<file path="src/rtl/bus_arbiter.sv">
// -----------------------------------------------------------------------------
// bus_arbiter
//
// Single-owner arbiter for the shared system bus. Collects one request per bus
// master, grants the bus to exactly one master at a time under round-robin
// priority, and supervises the granted transfer with a watchdog counter that
// flags a slave that never returns its function-complete strobe.
//
// Parameters
//   MASTERS          number of requesting masters (>= 2)
//   WATCHDOG_CYCLES  granted cycles allowed without fc_bus before watchdog
//                    asserts (>= 1)
//
// Ports
//   clk        in   1        system clock, single domain
//   rst        in   1        synchronous active-high reset
//   bus_req    in   MASTERS  per-master request, bit i belongs to master i
//   bus_grant  out  MASTERS  registered one-hot grant, or all zero
//   fc_bus     in   1        function-complete strobe from the addressed slave
//   watchdog   out  1        registered timeout level to the granted master
//   bus_busy   out  1        registered, high while any grant is held
//
// Build option
//   BUS_ARBITER_WATCHDOG_EN  when defined, the watchdog counter, the fc_seen
//                            flag and the watchdog output are built. When
//                            undefined, watchdog is tied to 0 and fc_bus is
//                            not used; arbitration is unchanged.
// -----------------------------------------------------------------------------
module bus_arbiter #(
    parameter int MASTERS         = 2,
    parameter int WATCHDOG_CYCLES = 255
) (
    input  logic               clk,
    input  logic               rst,
    input  logic [MASTERS-1:0] bus_req,
    output logic [MASTERS-1:0] bus_grant,
    input  logic               fc_bus,
    output logic               watchdog,
    output logic               bus_busy
);

    localparam int PW = (MASTERS > 1) ? $clog2(MASTERS) : 1;
    localparam int CW = $clog2(WATCHDOG_CYCLES + 1);

    typedef enum logic {
        IDLE,
        ACTIVE
    } state_t;

    state_t             state_q, state_d;
    logic [MASTERS-1:0] grant_q, grant_d;
    logic               busy_q, busy_d;
    logic [PW-1:0]      ptr_q, ptr_d;
    logic [PW-1:0]      owner_q, owner_d;

    logic               winnerFound;
    logic [PW-1:0]      winnerIdx;
    logic               ownerReq;
    int                 searchIdx;

    // The owner keeps the bus exactly as long as its own request stays high;
    // requests from other masters never shorten a transfer.
    assign ownerReq = bus_req[owner_q];

    // Round-robin search: start at the priority pointer and walk upward,
    // wrapping past the last master, taking the first live request found.
    always_comb begin
        winnerFound = 1'b0;
        winnerIdx   = '0;
        searchIdx   = 0;
        for (int i = 0; i < MASTERS; i++) begin
            searchIdx = int'(ptr_q) + i;
            if (searchIdx >= MASTERS) begin
                searchIdx = searchIdx - MASTERS;
            end
            if (!winnerFound && bus_req[searchIdx[PW-1:0]]) begin
                winnerFound = 1'b1;
                winnerIdx   = searchIdx[PW-1:0];
            end
        end
    end

    // State and arbitration registers. Reset drops any grant at this edge.
    always_ff @(posedge clk) begin
        if (rst) begin
            state_q <= IDLE;
            grant_q <= '0;
            busy_q  <= 1'b0;
            ptr_q   <= '0;
            owner_q <= '0;
        end else begin
            state_q <= state_d;
            grant_q <= grant_d;
            busy_q  <= busy_d;
            ptr_q   <= ptr_d;
            owner_q <= owner_d;
        end
    end

    // Next-state logic. Leaving ACTIVE always passes through IDLE, which
    // forces one all-zero grant cycle between owners on the tri-state bus.
    always_comb begin
        state_d = state_q;
        unique case (state_q)
            IDLE:    if (winnerFound) state_d = ACTIVE;
            ACTIVE:  if (!ownerReq)   state_d = IDLE;
            default: state_d = IDLE;
        endcase
    end

    // Output and pointer logic. The pointer only moves on release, so the
    // master after the last owner gets first look at the next arbitration.
    always_comb begin
        grant_d = grant_q;
        busy_d  = busy_q;
        ptr_d   = ptr_q;
        owner_d = owner_q;
        unique case (state_q)
            IDLE: begin
                grant_d = '0;
                busy_d  = 1'b0;
                if (winnerFound) begin
                    grant_d[winnerIdx] = 1'b1;
                    busy_d             = 1'b1;
                    owner_d            = winnerIdx;
                end
            end
            ACTIVE: begin
                if (!ownerReq) begin
                    grant_d = '0;
                    busy_d  = 1'b0;
                    ptr_d   = (owner_q == PW'(MASTERS - 1)) ? '0 : owner_q + PW'(1);
                end
            end
            default: begin
                grant_d = '0;
                busy_d  = 1'b0;
            end
        endcase
    end

    assign bus_grant = grant_q;
    assign bus_busy  = busy_q;

`ifdef BUS_ARBITER_WATCHDOG_EN
    logic [CW-1:0] count_q, count_d;
    logic          fcSeen_q, fcSeen_d;
    logic          wd_q, wd_d;

    // Watchdog registers; reset clears them without producing a pulse.
    always_ff @(posedge clk) begin
        if (rst) begin
            count_q  <= '0;
            fcSeen_q <= 1'b0;
            wd_q     <= 1'b0;
        end else begin
            count_q  <= count_d;
            fcSeen_q <= fcSeen_d;
            wd_q     <= wd_d;
        end
    end

    // The counter saturates rather than wrapping, so once watchdog is raised
    // it stays raised until the owner releases. An fc_bus arriving on the
    // cycle that would take the count to the limit blocks the increment, so
    // the slave's completion always beats the timeout.
    always_comb begin
        count_d  = count_q;
        fcSeen_d = fcSeen_q;
        wd_d     = wd_q;
        unique case (state_q)
            IDLE: begin
                wd_d = 1'b0;
                if (winnerFound) begin
                    count_d  = '0;
                    fcSeen_d = 1'b0;
                end
            end
            ACTIVE: begin
                if (!ownerReq) begin
                    wd_d = 1'b0;
                end else if (fc_bus) begin
                    fcSeen_d = 1'b1;
                end else if (!fcSeen_q && (count_q != CW'(WATCHDOG_CYCLES))) begin
                    count_d = count_q + CW'(1);
                    if (count_q == CW'(WATCHDOG_CYCLES - 1)) begin
                        wd_d = 1'b1;
                    end
                end
            end
            default: wd_d = 1'b0;
        endcase
    end

    assign watchdog = wd_q;
`else
    // Without supervision a silent slave simply holds the bus until its owner
    // gives up; the completion strobe has no consumer.
    logic unusedFcBus;
    assign unusedFcBus = fc_bus;
    assign watchdog    = 1'b0;
`endif

endmodule

</file>
<file path="config.mk">
export PLATFORM = sky130hd
export DESIGN_NAME = bus_arbiter
export DESIGN_NICKNAME = d
export VERILOG_FILES = /design/src/rtl/bus_arbiter.sv
export SDC_FILE = /design/constraint.sdc
export NUM_CORES = 1
export LEC_CHECK = 0
export CORE_AREA = 8 8 45 47
export CTS_CLUSTER_DIAMETER = 30
export DETAILED_ROUTE_END_ITERATION = 10
export DIE_AREA = 0 0 53 55
export PLACE_DENSITY_LB_ADDON = 0.12
export SLEW_MARGIN = 40
export SYNTH_ARGS = -nofsm -noshare
export SYNTH_HDL_FRONTEND = slang
export SYNTH_SLANG_ARGS = --single-unit
</file>
<file path="constraint.sdc">
create_clock -name clk -period 2 [get_ports clk]
set_clock_uncertainty 0.1 [all_clocks]
set_input_delay 0.4 -clock clk [delete_from_list [all_inputs] [get_ports clk]]
set_output_delay 0.4 -clock clk [all_outputs]
set_load 0.05 [all_outputs]
</file>
## Yosys cells after proc, flatten, opt, wreduce, memory -nomap -nowiden

Index checks and enable logic that the tools add are counted.

- Word-level logic and storage cells: 47
- Bits in registers: 6
- Bits of input ports: 5
- Output and inout port bits: 4

- Bitwise gates (word level): 2
- Add/subtract/negate cells: 4
- Reductions and logical operators: 5
- Eq/ne operators: 1
- Order comparisons: 7
- Mux-type cells: 23

Operators by type and width:

| operator | count |
|---|---|
| $mux W1 | 17 |
| $lt A1 B2 Y1 const B | 4 |
| $mux W2 | 2 |
| $pmux W1 S2 | 2 |
| $pmux W2 S2 | 1 |
| $reduce_and A2 Y1 | 2 |
| $add A1 B1 Y2 const B | 1 |
| $ge A1 B2 Y1 const B | 1 |
| $ge A2 B2 Y1 const B | 1 |
| $logic_and A1 B1 Y1 | 2 |
| $ne A2 B2 Y1 const B | 1 |
| $not A1 Y1 | 2 |
| $sub A1 B1 Y1 const B | 2 |
| $add A1 B1 Y1 const B | 1 |
| $demux W1 S1 | 1 |
| $ge A1 B1 Y1 const B | 1 |
| $logic_not A1 Y1 | 1 |

## Logic depth before layout (Yosys ltp)

Gate-level depths: netlist of run 1.

- Depth in word-level cells: 14
- Gate-level depth with buffers: 3
- Mapped depth without buffers: 3

## Worst setup path before layout of run 1

Ideal clock, no wire load.

- Kind: flip-flop to flip-flop
- Start: register owner_q
- End: register grant_q[0], in the netlist bus_grant[0]
- Arrival: 0.888 ns
- Required time: 1.783 ns
- Slack: 0.895 ns
- Setup time: 0.117 ns
- Path buffers: 0
- Cell stages (with the launch flop): 4
- Period minus slack after synthesis: 1.105 ns
- Path through: dfxtp_1 -> mux2i_1 -> nor3_2 -> a22o_1

- Word-level cells in the longest chain between the ends: 3

RTL lines:

| item | RTL line | text |
|---|---|---|
| start: declaration | 54 | `logic [PW-1:0] owner_q, owner_d;` |
| start signal: assignment | 96 | `owner_q <= owner_d;` |
| $mux W1 (not written as such) (2 in a row) | 63 | `assign ownerReq = bus_req[owner_q];` |
| $ne A2 B2 Y1 (no source line) | n/a |  |
| end signal: assignment | 93 | `grant_q <= grant_d;` |
| end: declaration | 51 | `logic [MASTERS-1:0] grant_q, grant_d;` |

No other way between the ends. The select of a mux whose other input is x is not followed.
A chain may end at the register's enable or synchronous reset.

## Worst setup path after layout of run 1

- Start: input port bus_req[1]
- End: register grant_q[0], in the netlist bus_grant[0]

- Word-level cells in the longest chain between the ends: 12
- Elaborated cells on any way between the ends: 20
- Those cells by class: order compare (2); eq/ne (1); mux (14); reduce/logical (3)

RTL lines:

| item | RTL line | text |
|---|---|---|
| start: declaration | 35 | `input logic [MASTERS-1:0] bus_req,` |
| $mux W1 (not written as such) (2 in a row) | 76 | `if (!winnerFound && bus_req[searchIdx[PW-1:0]]) begin` |
| $mux W1 | 76 |  |
| $logic_not A1 Y1 | 76 |  |
| $logic_and A1 B1 Y1 | 76 |  |
| $mux W1 | 76 |  |
| $lt A1 B2 Y1 (not written as such) or $ge A1 B1 Y1 (tied branches) | 123 | `grant_d[winnerIdx] = 1'b1;` |
| $logic_and A1 B1 Y1 (not written as such) | 123 |  |
| $mux W1 (not written as such) | 123 |  |
| $demux W1 S1 | 123 |  |
| $mux W2 | 122 | `if (winnerFound) begin` |
| $pmux W2 S2 | 118 | `unique case (state_q)` |

Several ways; a longest one is shown, not always the timed one. The select of a mux whose other input is x is not followed.

==> results of run 1 <==
## layout make-up
cell class / count / area (um^2)
inverters: 2 / 7.51
repair buffers: 6 / 52.6
flip-flops and latches: 6 / 120
clock buffers: 3 / 22.5
well taps: 16 / 20.0
fillers: 161 / 1040
multi-input cells: 18 / 123
## flip-flops by register name, indices dropped and copies added (netlist names)
register / count
bus_grant: 2
bus_busy: 1
owner_q: 1
ptr_q: 1
state_q: 1
## layer usage
layer | share of wire, % | vias to the layer above | track usage, %
met4 | 0 | 0 | 1.29
met2 | 48 | 10 | 7.62
met3 | 14 | 0 | 5.08
met1 | 37 | 113 | 3.81
li1 | - | 116 | -
met5 | 0 | - | 0
## metrics by stage
step	setup slack, ns	cells
2_1_floorplan	0.895	28
3_3_place_gp	0.334	48
3_5_place_dp	0.331	48
4_1_cts	0.592	51
5_1_grt	0.504	51
6_report	0.575	51
## critical path: stages
cell and delay [ns]:
clkdlybuf4s50_1 0.49, mux2i_1 0.25, nor3_2 0.07, a22o_1 0.24
## cell usage after synthesis
library cell,n
a221oi_1,1
nor2_1,2
conb_1,1
dfxtp_1,6
inv_1,2
a21oi_1,2
o2bb2ai_1,1
a211oi_1,1
o21ai_0,2
nand2b_1,2
mux2i_1,1
o211ai_1,1
o32ai_1,2
nor3_2,1
a22o_1,1
buf_2,1
buf_4,1
## how the worst max path moves through the flow
stage                                    start                   endpoint  slack, ns  cells past startpoint
after floorplan           owner_q$_SDFFE_PP0P_  bus_grant[0]$_SDFFE_PP0P_       0.90                      3
after global placement              bus_req[1]  bus_grant[0]$_SDFFE_PP0P_       0.33                      4
after detailed placement            bus_req[1]  bus_grant[0]$_SDFFE_PP0P_       0.33                      4
after CTS                           bus_req[1]  bus_grant[0]$_SDFFE_PP0P_       0.59                      4
after global routing                bus_req[1]  bus_grant[0]$_SDFFE_PP0P_       0.50                      4
final                               bus_req[1]  bus_grant[0]$_SDFFE_PP0P_       0.58                      4
## cell families after synthesis
logic type | after synthesis
AO/OA/AOI/OAI | 11
flip-flops | 6
AND/OR/NAND/NOR | 5
buffers and inverters | 4
multiplexers | 1
other | 1
## power by group
part           leakage (nW)  internal [mW]  switching [mW]  total (mW)
Clock                0.0138         0.0677          0.0404       0.108
Sequential           0.0498          0.132         0.00974       0.142
Combinational        0.0673         0.0238          0.0394      0.0632
Total                 0.131          0.223          0.0896       0.313
==> results by group, run 1 <==
Outcome
  • Status: finished clean

Cells and area
  • Most frequent cells in the layout: dfxtp_1 (6), clkbuf_4 (3), clkdlybuf4s50_1 (3), buf_4 (3)
  • Finished Core Util: 25.0%
  • Inserted Diodes: 0
  • Layout cells sized above 1: 20.0%
  • Nets: 42
  • P&R area growth vs syn: 31.4%
  • Non-Filler Cell Area, Final: 345 um^2
  • Commonest non-fill, non-tap cell in the layout: dfxtp_1

Yosys
  • Xor/xnor cell area share of the yosys netlist: 0%
  • Mapped Area: 263 um^2
  • Yosys warnings: 0
  • Synth Instances: 28
  • Largest family of logic cells by synthesized area: compound AO/OA/AOI/OAI gates
  • Post-synthesis compound-gate area fraction: 30.0%
  • Adder-cell share of the synthesized area: 0%
  • Multiplexer area fraction after synthesis: approximately 3.8%
  • Post-synth top area share: 45.7%
  • Simple-gate share of the synthesized area: between 10% and 20%
  • Synthesized Nets: 33
  • Cell variety after synth: 17
  • Area leader, netlist: dfxtp_1
  • Synth Area per Inst: between 9 and 10 um^2
  • Flop and latch count out of synthesis: 6
  • Area contributors post-synth: dfxtp_1 (46%), o32ai_1 (6.7%), nand2b_1 (4.8%), a21oi_1 (3.8%), mux2i_1 (3.8%)
  • Post-synthesis sequential area ratio: 45.7%

Detailed routing
  • Vias post-DR: 239
  • Mean routed wirelength per cell: 10.9 um
  • ANT nets after route: 0
  • DR iter-0 viols: 8
  • Routed vias/inst: ~4.7
  • DRC Markers: 0
  • Final WL: 558 um
  • Initial DRT Pass Iterations: 4

Clock network
  • H-tree levels: 1
  • Clk pin slew, worst setup/hold paths: 0.04 ns
  • CTS tree: built
  • Setup bufs post-CTS: 0
  • Clk sinks: 6
  • Clock latency on the worst-skew pair: 0.24 ns
  • Hold_buf cts: 0
  • Longest Clk Path Bufs: 2
  • CTS Root Cell: clkbuf_4
  • Post-CTS sizing: 0
  • Cts bufs inserted: 3

Global route
  • GRT Overall Usage: 4.70%
  • Vias in the first global route: 242
  • Largest net degree at the start of global routing: 10
  • Antenna violations before repair: 0
  • Gr ovfl total: 0
  • First-pass GRT wire length: 938 um

STA
  • Minimum clock period: ~1.4 ns
  • RSZ-0062 raised after global routing: no
  • Final count of pins violating max slew: 0
  • Fmax: 702 MHz
  • Final Hold Viols: 0
  • Final TNS setup: 0 ns
  • Hold WS: 0.363 ns
  • Setup violators final: 0
  • Period utilisation layout: 71.2%

Hold path
  • Hold EP: bus_grant[1]$_SDFFE_PP0P_
  • Worst hold path depth: 1
  • HP Start: bus_grant[1]$_SDFFE_PP0P_
  • Worst Hold Class: reg -> reg

Floorplanning
  • Core Region: 0.00138 mm^2
  • Starting density of the core: a little under a fifth
  • Die footprint: 0.00292 mm^2
  • Site Rows: 14
  • Die X: 53 um
  • IO Count: 9
  • Die height: 55 um

Power
  • Power, Total: 313 uW
  • Pwr per Cell Area: 907 mW/mm^2
  • Leakage: 0.131 nW
  • Worst vdd ir: 346 uV

Placed design
  • Post-DP Area: approximately 320 um^2
  • Final Wtd Congestion: 0.729
  • PortBufs: 6
  • HPWL Detailed: approximately 450 um

Setup path
  • CP required: 2.03 ns
  • R2R setup slack: a little under 0.8 ns
  • FF-to-FF path depth: 3
  • Reg2reg start: owner_q$_SDFFE_PP0P_
  • RR Endpoint: bus_grant[0]$_SDFFE_PP0P_
  • Worst Path Arrival: 1.45 ns
  • Crit. End Element: flip-flop
  • Setup CP Type: in -> reg
  • CP Max Fanout: 6
  • Critical path startpoint category: input pin

Run
  • Max cap viols: 0
Power figures use the tool's default switching activity.
==> run 2: changes to the inputs <==
==> constraint.sdc (replaced) <==
create_clock -name clk -period 1.4 [get_ports clk]
set_clock_uncertainty 0.1 [all_clocks]
set_input_delay 0.28 -clock clk [delete_from_list [all_inputs] [get_ports clk]]
set_output_delay 0.28 -clock clk [all_outputs]
set_load 0.05 [all_outputs]
==> run 2 against run 1 <==
Sequential power up 46%. Critical endpoint unchanged. Global-route usage up 0.11 points. Routed wire length up 5.0%. Highest routed layer unchanged. Register-to-register slack worse by 0.59 ns.
==> results by group, run 2 (same netlist as run 1, synthesis figures left out) <==
Outcome
  • Status: finished clean

Detailed routing
  • Initial DRT Pass Iterations: 4
  • Mean routed wirelength per cell: 10.5 um
  • ANT nets after route: 0
  • Routed vias/inst: 4.30
  • Final WL: 586 um
  • DRC Markers: 0
  • Vias post-DR: 241
  • DR iter-0 viols: 8

Global route
  • First-pass GRT wire length: 952 um
  • Largest net degree at the start of global routing: 6
  • Vias in the first global route: 249
  • GRT Overall Usage: just under 5%
  • Antenna violations before repair: 0
  • Gr ovfl total: 0

Hold path
  • Hold EP: bus_grant[1]$_SDFFE_PP0P_
  • HP Start: bus_grant[1]$_SDFFE_PP0P_
  • Worst Hold Class: reg -> reg
  • Worst hold path depth: 1

Floorplanning
  • Die height: 55 um
  • Core Region: 0.00138 mm^2
  • Die X: 53 um
  • IO Count: 9
  • Die footprint: 0.00292 mm^2
  • Starting density of the core: 19.0%
  • Site Rows: 14

STA
  • Final count of pins violating max slew: 0
  • Final Hold Viols: 0
  • RSZ-0062 raised after global routing: no
  • Period utilisation layout: 87.8%
  • Minimum clock period: 1.23 ns
  • Fmax: ~810 MHz
  • Setup violators final: 0
  • Hold WS: roughly 0.40 ns

Placed design
  • Placed Cells: 53
  • HPWL Detailed: 482 um
  • PortBufs: 6
  • Post-DP Area: 398 um^2
  • Final Wtd Congestion: 0.708

Clock network
  • Cts bufs inserted: 3
  • Hold_buf cts: 0
  • CTS Root Cell: clkbuf_4
  • H-tree levels: 1
  • Clk pin slew, worst setup/hold paths: 0.04 ns
  • Clock latency on the worst-skew pair: approximately 0.24 ns
  • Longest Clk Path Bufs: 2
  • Clk sinks: 6
  • CTS tree: built
  • Post-CTS sizing: 0
  • Setup bufs post-CTS: 0

Cells and area
  • Layout cells sized above 1: between 30% and 40%
  • Non-Filler Cell Area, Final: 420 um^2
  • Commonest non-fill, non-tap cell in the layout: dfxtp_1
  • P&R area growth vs syn: 60.0%
  • Max reg flops: 2
  • Inserted Diodes: 0
  • Nets: 47
  • Most frequent cells in the layout: dfxtp_1 (6), buf_4 (5), clkbuf_4 (3), clkdlybuf4s50_1 (3), buf_12 (3)
  • Layout filler cell count: 150
  • Final non-filler cell total: 56

Setup path
  • Crit. End Element: flip-flop
  • FF-to-FF path depth: 3
  • Setup CP Type: in -> reg
  • Worst Path Arrival: 1.26 ns
  • CP Max Fanout: 4
  • RR Endpoint: bus_grant[0]$_SDFFE_PP0P_
  • Critical path startpoint category: input pin
  • Reg2reg start: owner_q$_SDFFE_PP0P_
  • CP required: between 1 and 1.5 ns
  • R2R setup slack: approximately 0.2 ns

Power
  • Sw frac: ~28%
  • Pwr per Cell Area: 1150 mW/mm^2
  • Power Internal: about 350 uW
  • Worst vdd ir: 555 uV
  • Sw power: 136 uW
  • Leakage: 0.165 nW
  • Comb pwr share: between 20% and 30%
  • Clk pwr share: 32.5%
  • Flop pwr share: a little over two fifths

Run
  • Max cap viols: 0
==> run 2: changes by cell type in the layout (fill, tap and decap cells not counted), sizes merged <==
cell	previous run	this run
buf	3	8
==> run 2: worst max-delay path, stage by stage <==
cell and delay, ns:
clkdlybuf4s50_1 0.45, mux2i_1 0.24, nor3_2 0.07, a22o_1 0.22
==> run 2: worst max-delay path by stage <==
stage	from	end	slack (ns)	cells after the start
detailed placement	bus_req[1]	bus_grant[0]$_SDFFE_PP0P_	-0.1	4
floorplan	owner_q$_SDFFE_PP0P_	bus_grant[0]$_SDFFE_PP0P_	0.30	3
finish	bus_req[1]	bus_grant[0]$_SDFFE_PP0P_	0.17	4
CTS	bus_req[1]	bus_grant[0]$_SDFFE_PP0P_	0.16	4
global route	bus_req[1]	bus_grant[0]$_SDFFE_PP0P_	0.11	4
global placement	bus_req[1]	bus_grant[0]$_SDFFE_PP0P_	-0.09	4
==> run 2: stage by stage <==
step	TNS, ns	power [mW]	worst slack [ns]	utilization (%)
4_1_cts	0	0.493	0.162	30.4
3_3_place_gp	-0.166	0.330	-0.0919	28.8
2_1_floorplan	0	0.269	0.295	-
5_1_grt	0	0.508	0.115	30.4
3_5_place_dp	-0.120	0.329	-0.0972	28.8
6_report	0	0.481	0.171	30.4
==> run 2: area by class of cell <==
type | instances | area (um^2) | share of cell area [%]
multi-input combinational | 18 | 123 | 29.2
clock buffer | 3 | 22.5 | 5.36
timing repair buffer | 11 | 128 | 30.4
tap | 16 | 20.0 | 4.76
sequential | 6 | 120 | 28.6
inverter | 2 | 7.51 | 1.79
==> run 2: layer usage <==
| metal | part of all wire, % | up-vias | track usage [%] |
|---|---|---|---|
| met5 | 0 | - | 0 |
| met4 | 0 | 0 | 1.29 |
| met2 | 50 | 6 | 8.40 |
| li1 | - | 126 | - |
| met3 | 12 | 0 | 5.08 |
| met1 | 38 | 109 | 3.51 |
==> run 2: power groups by stage <==
stage	Combinational, mW	Sequential, mW	Clock, mW
6_report	0.118	0.207	0.156
5_1_grt	0.126	0.209	0.172
2_1_floorplan	0.0420	0.227	0
3_5_place_dp	0.119	0.210	0
4_1_cts	0.119	0.207	0.166
3_3_place_gp	0.119	0.210	0
